`src/rtl/product_bcd_conv.sv`:
```
// Converts the signed multiplier product to sign + packed BCD, one double-dabble shift per clock.
// Optional build macro LEADING_ZERO_BLANK_EN: digits above the leading nonzero digit become 4'hF.
module product_bcd_conv #(
  parameter int W_product = 22,
  parameter int N_digits  = 7
) (
  input  logic                    clock,
  input  logic                    reset,
  input  logic                    done_in,
  input  logic [W_product-1:0]    product,
  output logic                    busy,
  output logic                    valid,
  output logic                    sign,
  output logic [4*N_digits-1:0]   bcd
);

  localparam int CNT_W = $clog2(W_product);
  localparam int BCD_W = 4 * N_digits;

  typedef enum logic [1:0] {
    S_IDLE = 2'd0,
    S_ARM  = 2'd1,
    S_CONV = 2'd2
  } state_t;

  state_t               state_q, state_d;
  logic                 done_dly_q, done_dly_d;
  logic                 busy_q, busy_d;
  logic                 valid_q, valid_d;
  logic                 sign_q, sign_d;
  logic [BCD_W-1:0]     bcd_q, bcd_d;
  logic [W_product-1:0] mag_q, mag_d;
  logic                 sgn_q, sgn_d;
  logic [BCD_W-1:0]     scratch_q, scratch_d;
  logic [CNT_W-1:0]     cnt_q, cnt_d;

  logic                 start;
  logic [BCD_W-1:0]     adj_scratch;
  logic [BCD_W-1:0]     shifted_scratch;
  logic [BCD_W-1:0]     final_bcd;

  assign start = done_in & ~done_dly_q;

  // Digit correction before the shift keeps each digit within 0..9 after doubling.
  always_comb begin
    adj_scratch = scratch_q;
    for (int i = 0; i < N_digits; i++) begin
      if (scratch_q[4*i +: 4] >= 4'd5) begin
        adj_scratch[4*i +: 4] = scratch_q[4*i +: 4] + 4'd3;
      end
    end
    shifted_scratch = {adj_scratch[BCD_W-2:0], mag_q[W_product-1]};
  end

`ifdef LEADING_ZERO_BLANK_EN
  always_comb begin
    logic seen_nonzero;
    final_bcd    = shifted_scratch;
    seen_nonzero = 1'b0;
    for (int i = N_digits - 1; i >= 1; i--) begin
      if (shifted_scratch[4*i +: 4] != 4'd0) begin
        seen_nonzero = 1'b1;
      end
      if (!seen_nonzero) begin
        final_bcd[4*i +: 4] = 4'hF;
      end
    end
  end
`else
  assign final_bcd = shifted_scratch;
`endif

  always_comb begin
    state_d    = state_q;
    done_dly_d = done_in;
    busy_d     = busy_q;
    valid_d    = 1'b0;
    sign_d     = sign_q;
    bcd_d      = bcd_q;
    mag_d      = mag_q;
    sgn_d      = sgn_q;
    scratch_d  = scratch_q;
    cnt_d      = cnt_q;

    case (state_q)
      S_IDLE: begin
        if (start) begin
          state_d = S_ARM;
          busy_d  = 1'b1;
        end
      end
      S_ARM: begin
        // Two's-complement negation; the most negative value maps to its own bit pattern,
        // which read as unsigned is exactly its magnitude.
        mag_d     = product[W_product-1] ? (~product + W_product'(1)) : product;
        sgn_d     = product[W_product-1];
        scratch_d = '0;
        cnt_d     = CNT_W'(W_product - 1);
        state_d   = S_CONV;
      end
      S_CONV: begin
        scratch_d = shifted_scratch;
        mag_d     = {mag_q[W_product-2:0], 1'b0};
        if (cnt_q == '0) begin
          bcd_d   = final_bcd;
          sign_d  = sgn_q;
          valid_d = 1'b1;
          busy_d  = 1'b0;
          state_d = S_IDLE;
        end else begin
          cnt_d = cnt_q - CNT_W'(1);
        end
      end
      default: begin
        state_d = S_IDLE;
        busy_d  = 1'b0;
      end
    endcase
  end

  always_ff @(posedge clock) begin
    if (reset) begin
      state_q    <= S_IDLE;
      done_dly_q <= 1'b0;
      busy_q     <= 1'b0;
      valid_q    <= 1'b0;
      sign_q     <= 1'b0;
      bcd_q      <= '0;
      mag_q      <= '0;
      sgn_q      <= 1'b0;
      scratch_q  <= '0;
      cnt_q      <= '0;
    end else begin
      state_q    <= state_d;
      done_dly_q <= done_dly_d;
      busy_q     <= busy_d;
      valid_q    <= valid_d;
      sign_q     <= sign_d;
      bcd_q      <= bcd_d;
      mag_q      <= mag_d;
      sgn_q      <= sgn_d;
      scratch_q  <= scratch_d;
      cnt_q      <= cnt_d;
    end
  end

  assign busy  = busy_q;
  assign valid = valid_q;
  assign sign  = sign_q;
  assign bcd   = bcd_q;

endmodule
```
`config.mk`:
```
export PLATFORM = sky130hd
export DESIGN_NAME = product_bcd_conv
export DESIGN_NICKNAME = d
export VERILOG_FILES = /design/src/rtl/product_bcd_conv.sv
export SDC_FILE = /design/constraint.sdc
export NUM_CORES = 1
export LEC_CHECK = 0
export ABC_AREA = 1
export CAP_MARGIN = 0
export CORE_UTILIZATION = 40
export DETAILED_ROUTE_END_ITERATION = 12
export HOLD_SLACK_MARGIN = 0.15
export PLACE_DENSITY_LB_ADDON = 0.15
export SYNTH_ARGS = -nofsm -noshare
export SYNTH_HDL_FRONTEND = slang
export SYNTH_SLANG_ARGS = --single-unit
```
`constraint.sdc`:
```
create_clock -name clock -period 1.95 [get_ports clock]
set_clock_uncertainty 0.15 [all_clocks]
set_input_delay 0.39 -clock clock [delete_from_list [all_inputs] [get_ports clock]]
set_output_delay 0.39 -clock clock [all_outputs]
set_load 0.05 [all_outputs]
```
# After elaboration in Yosys (flattened, before gate mapping)

Cells that the tools add are included.

Bits in registers: 90

Add/subtract/negate cells: 9
$lt $le $gt $ge: 7
Eq/ne operators: 5
Muxes and demuxes: 19
Bitwise operators: 5
Reductions and logical operators: 8

Operator list:

| operator                                            | count |
|---|---|
| one-hot mux 28 bit (2 select lines)                 | 1 |
| one-hot mux 22 bit (2 select lines)                 | 1 |
| >= comparator 4 x 3 -> 1 bit, second input constant | 7 |
| adder 4 x 2 -> 4 bit, second input constant         | 6 |
| 2-to-1 mux 4 bit                                    | 6 |
| adder 22 x 1 -> 22 bit, second input constant       | 1 |
| 2-to-1 mux 22 bit                                   | 1 |
| NOT 22 bit                                          | 1 |
| one-hot mux 5 bit (2 select lines)                  | 1 |
| inequality test 2 bit, second input constant        | 3 |
| one-hot mux 2 bit (3 select lines)                  | 1 |
| AND reduction 2 bit                                 | 3 |
| logical NOT 5 bit                                   | 1 |
| 2-to-1 mux 5 bit                                    | 1 |
| subtractor 5 x 1 -> 5 bit, second input constant    | 1 |
| 2-to-1 mux 2 bit                                    | 2 |
| adder 3 x 2 -> 3 bit, second input constant         | 1 |
| 2-to-1 mux 1 bit                                    | 3 |
| 2-to-1 mux 3 bit                                    | 1 |
| NOT 1 bit                                           | 3 |
| one-hot mux 1 bit (3 select lines)                  | 1 |
| AND reduction 3 bit                                 | 1 |
| equality test 2 x 1 -> 1 bit, second input constant | 1 |
| equality test 2 bit, second input constant          | 1 |
| 4 further kinds                                     | 4 |

# Longest topological paths before layout

Gate-level depths: netlist (run 1).

Depth after elaboration: 4
Mapped depth: 12

# Least setup slack after synthesis (run 1)

No wires, ideal clock.

Path kind: register to register
From: reg state_q[0]
To: reg scratch_q[16]
Arrival: 1,381 ps
Data required time: 1,730 ps
Slack: 349 ps
Stages on the path, launching flop included: 9
Buffers on the path: 3
Cell sequence: dfxtp_1 -> inv_1 -> ha_1 -> buf_2 -> inv_1 -> buf_2 -> buf_4 -> nand2_1 -> a21oi_1

Word-level cells in the longest chain between the ends: 2
Elaborated cells between the ends (all ways): 4

RTL lines:

| element                                                                          | RTL line | text |
|---|---|---|
| start: declaration                                                               | 26       | `state_t state_q, state_d;` |
| start signal: assignment                                                         | 134      | `state_q <= state_d;` |
| equality test 2 bit / equality test 2 x 1 -> 1 bit (equally long branches)       | 85       | `case (state_q)` |
| one-hot mux 28 bit (2 select lines) / nonzero test 2 bit (equally long branches) | -        |  |
| end signal: assignment                                                           | 142      | `scratch_q <= scratch_d;` |
| end: declaration                                                                 | 34       | `logic [BCD_W-1:0] scratch_q, scratch_d;` |

Several ways; a longest one is shown, not always the timed one.
A chain may end at the register's enable or synchronous reset.

# Worst setup path after layout (run 1)

From: reg scratch_q[16]
To: reg scratch_q[18]

Word-level cells in the longest chain between the ends: 3
Elaborated cells between the ends (all ways): 4

RTL lines:

| element                                                                     | RTL line | text |
|---|---|---|
| adder 4 x 2 -> 4 bit / >= comparator 4 x 3 -> 1 bit (equally long branches) | 49, 48   |  |
| 2-to-1 mux 4 bit *                                                          | 48       | `if (scratch_q[4*i +: 4] >= 4'd5) begin` |
| one-hot mux 28 bit (2 select lines) *                                       | 85       |  |

Every way passes the cells marked *; elsewhere a longest branch is shown, timed or not.

==> impl_metrics.tcl, run 1 <==
set metrics [dict create \
    antenna_left 0 \
    vdd_drop_max_mv 0.7713 \
    fin_hold_ws_ns 0.3136 \
    worstPathArrival_ns 1.87 \
    synth_cell_types 31 \
    rows 39 \
    grt_use_total 0.1839 \
    dp_hpwl_mm 7.805 \
    antenna_found_initial 0 \
    num_vias 4465 \
    p_per_area_nw_per_um2 1201 \
    placed_cells 893 \
    p_leak_nw 2.465 \
    clock-sinks 90 \
    grt_pass1_wl_mm 18.61 \
    die_x_microns 110.9 \
    cts_tree "yes" \
    diodes 0 \
    first_global_vias 4203 \
    outcome "finished clean" \
    ios 56 \
    max_slew_margin 0.7666 \
    design_area_sq_um 5759 \
    via_per_inst 4.912 \
    clock-root-buffer "clkbuf_16" \
    total_power_mw 6.917 \
    drv_cap 0 \
    drt-initial-drc-count 199 \
    clockBufferDepth 2 \
    synthesis.nets 742 \
    crit_required_ns 2.02 \
    drive_above_1_share 0.1253 \
    syn_area_per_cell_sq_um 6.799 \
    final_common_cell "nand2_1" \
    synth-seq-cells 90 \
    synth_area_sq_um 4746 \
    synth_cells 698 \
    cts_buffers 9 \
    clk_latency_ns 0.34 \
    worst_slew_pin_slew_ns 0.3464 \
    timing.final.crit_share 0.9242 \
    cts.clk_slew.worst_paths_ns 0.06 \
    htreeDepth 3 \
    dieArea_sq_um 12300 \
    yosysWarnings 0 \
    nets 805 \
    stdcell_count 909 \
    grt-ovfl-total 0 \
    hold_class "reg -> reg" \
    worst_setup_path_end_kind "flop" \
    die_h_microns 110.9 \
    hold_violations 0 \
    coreArea_sq_um 11470 \
    post_drt_wl_per_cell_microns 12.08 \
    layout_common_cells "nand2_1, inv_1, dfxtp_1, a21oi_1, nor2_1" \
    drt_pass1_iterations 4 \
    place_area_sq_um 5475 \
    critPathKind "reg -> reg" \
    drc 0 \
    startpoint_type "flop" \
    path_max_fanout 4 \
    syn2layout_area_growth_pct 21.36 \
    setup_violations 0 \
    finalCriticalPeriod_ns 1.802 \
    rsz0062_at_grt "false" \
    slew_violations 0 \
    place.gp.congestion 0.8049 \
    start_util 0.4139 \
    grt_max_degree 66 \
    fmax_mhz 554.9 \
    post_cts_buffers 0 \
    seq_area_frac_synth 0.3796 \
    port_buffers 55 \
    drt_wl_total_mm 10.98 \
]
## cell type report
type                            instances  area [sq um]
Clock buffer                           14         274.0
Fill cell                            1171          5708
Sequential cell                        90          1802
Timing Repair Buffer                   81         713.2
Inverter                              112         422.9
Tap cell                              143         178.9
Multi-Input combinational cell        467          2359
Clock inverter                          2         10.01
## Yosys cell counts
cell	instances	area [sq um]
nand2_1	150	563.0
inv_1	108	405.4
dfxtp_1	90	1802
a21oi_1	81	405.4
nor2_1	55	206.5
o21ai_0	48	240.2
nand3_1	41	205.2
o22ai_1	20	125.1
ha_1	19	237.7
buf_2	10	50.05
clkbuf_1	9	33.78
o21ai_1	8	40.04
or2_2	7	43.79
xor2_1	7	61.31
a31oi_1	6	37.54
o21a_1	6	45.04
buf_4	5	37.54
nand2_2	4	25.02
buf_6	3	33.78
inv_2	3	11.26
nor2_2	3	18.77
nor2_4	3	33.78
buf_1	2	7.510
nand2_4	2	22.52
nor3_1	2	10.01
and2_1	1	6.260
inv_4	1	6.260
nand3_2	1	10.01
nand3b_1	1	7.510
o21bai_1	1	7.510
or2_0	1	6.260
## power breakdown
group / switching, mW / internal (mW)
Combinational: 1.94 / 0.976
Clock: 0.682 / 0.965
Sequential: 0.151 / 2.21
Total: 2.77 / 4.15
## metal layers
metal  GRT usage  vias up  wire length [microns]
met2      0.3296       88                   5334
li1            -     2354                      -
met5           0        -                      0
met3     0.02406       11                    338
met1      0.2174     2012                   5136
met4     0.08356        0                    174
## worst paths after layout
kind / startpoint / slack (ns) / end / depth (start not counted)
setup / recovery: scratch_q[16] / 0.15 / scratch_q[18] / 9
hold / removal: busy / 0.31 / busy / 2
setup reg to reg: scratch_q[16] / 0.15 / scratch_q[18] / 9
hold reg to reg: busy / 0.31 / busy / 2
## timing repair
action,in CTS,in global routing
setup endpoints to repair,0,2
gates resized for setup,0,2
hold endpoints to repair,0,0
hold buffers,0,0
## worst max-delay path: stages (launching register included)
cell and delay [ns]:
dfxtp_1 0.34, inv_1 0.09, ha_1 0.15, inv_1 0.06, o21ai_0 0.22, nand2_1 0.14, o21ai_0 0.31, o22ai_1 0.11
inv_1 0.07, nor2_1 0.03
## state kept, by name, summed over array words and instances, names as in the netlist
signal / cells
valid: 1
mag_q: 22
state_q: 2
bcd: 28
cnt_q: 5
scratch_q: 28
sign: 1
busy: 1
sgn_q: 1
done_dly_q: 1
## cell families (layout without fill, tap and decap cells)
kind of cell	after synthesis	after routing	synth area share
adder cells (fa/ha/maj)	19	19	0.05009
buffers and inverters	141	209	0.1234
AND/OR/NAND/NOR	271	271	0.2441
XOR/XNOR	7	7	0.01292
flip-flops	90	90	0.3796
AO/OA/AOI/OAI	170	170	0.1898
## metrics by stage
step / util / setup WS (ns) / setup TNS, ns
2_1_floorplan: - / 0.3487 / 0
3_3_place_gp: 0.4775 / -0.09042 / -0.5362
3_5_place_dp: 0.4775 / -0.1463 / -1.183
4_1_cts: 0.5022 / 0.1704 / 0
5_1_grt: 0.5022 / 0.02522 / 0
6_report: 0.5022 / 0.1477 / 0
(Power assumes the default switching activity.)
==> inputs of run 2 (changes only) <==
--- a/config.mk
+++ b/config.mk
@@ -7,7 +7,7 @@
 export LEC_CHECK = 0
 export ABC_AREA = 1
 export CAP_MARGIN = 0
-export CORE_UTILIZATION = 40
+export CORE_UTILIZATION = 30
 export DETAILED_ROUTE_END_ITERATION = 12
 export HOLD_SLACK_MARGIN = 0.15
 export PLACE_DENSITY_LB_ADDON = 0.15
==> impl_metrics.tcl, run 2 (synthesized netlist as in run 1, its figures left out) <==
set metrics [dict create \
    p_leak_nw 2.484 \
    timing.final.crit_share 0.9333 \
    outcome "finished clean" \
    cts_tree "yes" \
    grt_max_degree 47 \
    setup_ws_ns 0.1300 \
    die_x_microns 127.8 \
    max_slew_margin 0.6463 \
    start_util 0.3099 \
    post_drt_wl_per_cell_microns 11.54 \
    total_power_mw 6.905 \
    coreArea_sq_um 15310 \
    path_max_fanout 23 \
    crit_required_ns 2.07 \
    hold_violations 0 \
    startpoint "state_q[0]" \
    worstHoldStart "sgn_q" \
    grt-ovfl-total 0 \
    grt_use_total 0.1472 \
    antenna_left 0 \
    finalCriticalPeriod_ns 1.820 \
    final_common_cell "nand2_1" \
    fmax_mhz 549.5 \
    via_per_inst 4.519 \
    diodes 0 \
    path_buf_inv 4 \
    hold_buffers 0 \
    power_frac_comb 0.420 \
    grt_pass1_wl_mm 19.34 \
    reg2regPathDepth 8 \
    cts_buffers 9 \
    antenna_found_initial 0 \
    drt-initial-drc-count 216 \
    worstPathArrival_ns 1.94 \
    ios 56 \
    port_buffers 55 \
    drt_wl_total_mm 11.32 \
    max_stage_delay_ns 0.33 \
    crit-reg2reg-capture "cnt_q[1]" \
    setup_violations 0 \
    netSwitchingPower_mw 2.767 \
    dp_hpwl_mm 8.102 \
    drc 0 \
    worst_slew_pin_slew_ns 0.5305 \
    drt_pass1_iterations 4 \
    fin_setup_tns_ns 0 \
    placed_cells 965 \
    multi_input_area_sq_um 2359 \
    clock-root-buffer "clkbuf_16" \
    layout_common_cells "nand2_1, inv_1, dfxtp_1, a21oi_1, buf_4" \
    first_global_vias 4159 \
    dpl_worst_slack_ns -0.1577 \
    clockBufferDepth 2 \
    drv_cap 0 \
    place.gp.congestion 0.8302 \
    clockPowerShare 0.239 \
    num_vias 4433 \
    swShare 0.4008 \
    rsz0062_at_grt "false" \
    syn2layout_area_growth_pct 23.83 \
    nets 809 \
    vdd_drop_max_mv 0.4617 \
    slew_violations 0 \
    critPathKind "reg -> reg" \
    die_h_microns 127.8 \
    cp_top_family "buffers and inverters" \
    r2r_setup_slack_ns 0.13 \
    internal_power_mw 4.138 \
    worstSetupEndpoint "cnt_q[1]" \
    stdcell_count 981 \
    cts.clk_slew.worst_paths_ns 0.06 \
    drive_above_1_share 0.1299 \
    startpoint_type "flop" \
    path_cells "inv_1 -> ha_1 -> buf_4 -> nand2_2 -> inv_2 -> buf_12 -> nand3b_1 -> a21oi_1" \
    critical_path.slowest_cell "dfxtp_1" \
    hold_class "reg -> reg" \
    final-seq-area_sq_um 1802 \
    clk_latency_ns 0.34 \
    fill_cells 1651 \
    worst_setup_path_end_kind "flop" \
    seqPwrFrac 0.341 \
    dieArea_sq_um 16330 \
    p_per_area_nw_per_um2 1175 \
    worst-path-stages 8 \
    clock-sinks 90 \
    htreeDepth 3 \
    rows 45 \
    reg2reg_from "state_q[0]" \
]
[run 2: changes by cell type in the layout (fill, tap and decap cells not counted)]
cell and change:
buf_4 +4, inv_4 -1, inv_6 +1, o21ai_0 -1, o21ai_1 +1
[run 2: worst min path at each step]
| stage | to | depth (start not counted) |
|---|---|---|
| 2_1_floorplan | sign | 2 |
| 3_3_place_gp | sign | 2 |
| 3_5_place_dp | sign | 2 |
| 4_1_cts | sign | 2 |
| 5_1_grt | sign | 2 |
| 6_report | sign | 2 |
[run 2: per-stage QoR]
step | area (sq um) | util | hold slack [ns]
final | 5877 | 0.3837 | 0.3074
after global routing | 5877 | 0.3837 | 0.3274
after global placement | 5590 | 0.3650 | 0.3018
after detailed placement | 5590 | 0.3650 | 0.3012
after floorplan | 4746 | - | 0.2858
after CTS | 5874 | 0.3836 | 0.3111
[run 2: final cells by class]
class | instances | area share
clock buffers | 14 | 0.04663
clock inverters | 2 | 0.001703
inverters | 112 | 0.07239
multi-input cells | 467 | 0.4013
flip-flops and latches | 90 | 0.3066
well taps | 211 | 0.04492
repair buffers | 85 | 0.1265
[run 2: layer usage]
metal,vias to the layer above,part of all wire,track usage
li1,2366,-,-
met1,1976,0.50,0.1921
met2,81,0.45,0.2442
met3,10,0.036,0.02379
met4,0,0.013,0.05398
met5,-,0,0
[run 2: worst min-delay path: cells and delay by family (launching register included)]
kind             cells  cell delay (ns)
AO/OA/AOI/OAI        1             0.05
flip-flops           1             0.31
AND/OR/NAND/NOR      1             0.06
[run 2: power groups by stage]
stage	Clock [mW]	Combinational, mW	Sequential [mW]
2_1_floorplan	0	1.72	2.76
3_3_place_gp	0	2.92	2.39
3_5_place_dp	0	2.94	2.40
4_1_cts	1.71	2.95	2.36
5_1_grt	1.78	3.23	2.39
6_report	1.65	2.90	2.35
[run 2: timing repair]
action / in CTS / in global routing
buffers inserted: 0 / 0
setup endpoints to repair: 0 / 18
hold endpoints to repair: 0 / 0
gates resized for setup: 0 / 4
==> inputs of run 3 (changes only) <==
--- a/config.mk
+++ b/config.mk
@@ -8,6 +8,7 @@
 export ABC_AREA = 1
 export CAP_MARGIN = 0
 export CORE_UTILIZATION = 30
+export CTS_CLUSTER_SIZE = 24
 export DETAILED_ROUTE_END_ITERATION = 12
 export HOLD_SLACK_MARGIN = 0.15
 export PLACE_DENSITY_LB_ADDON = 0.15
==> results of run 3 <==
No change in the layout: final DEF, timing and power equal those of run 2.
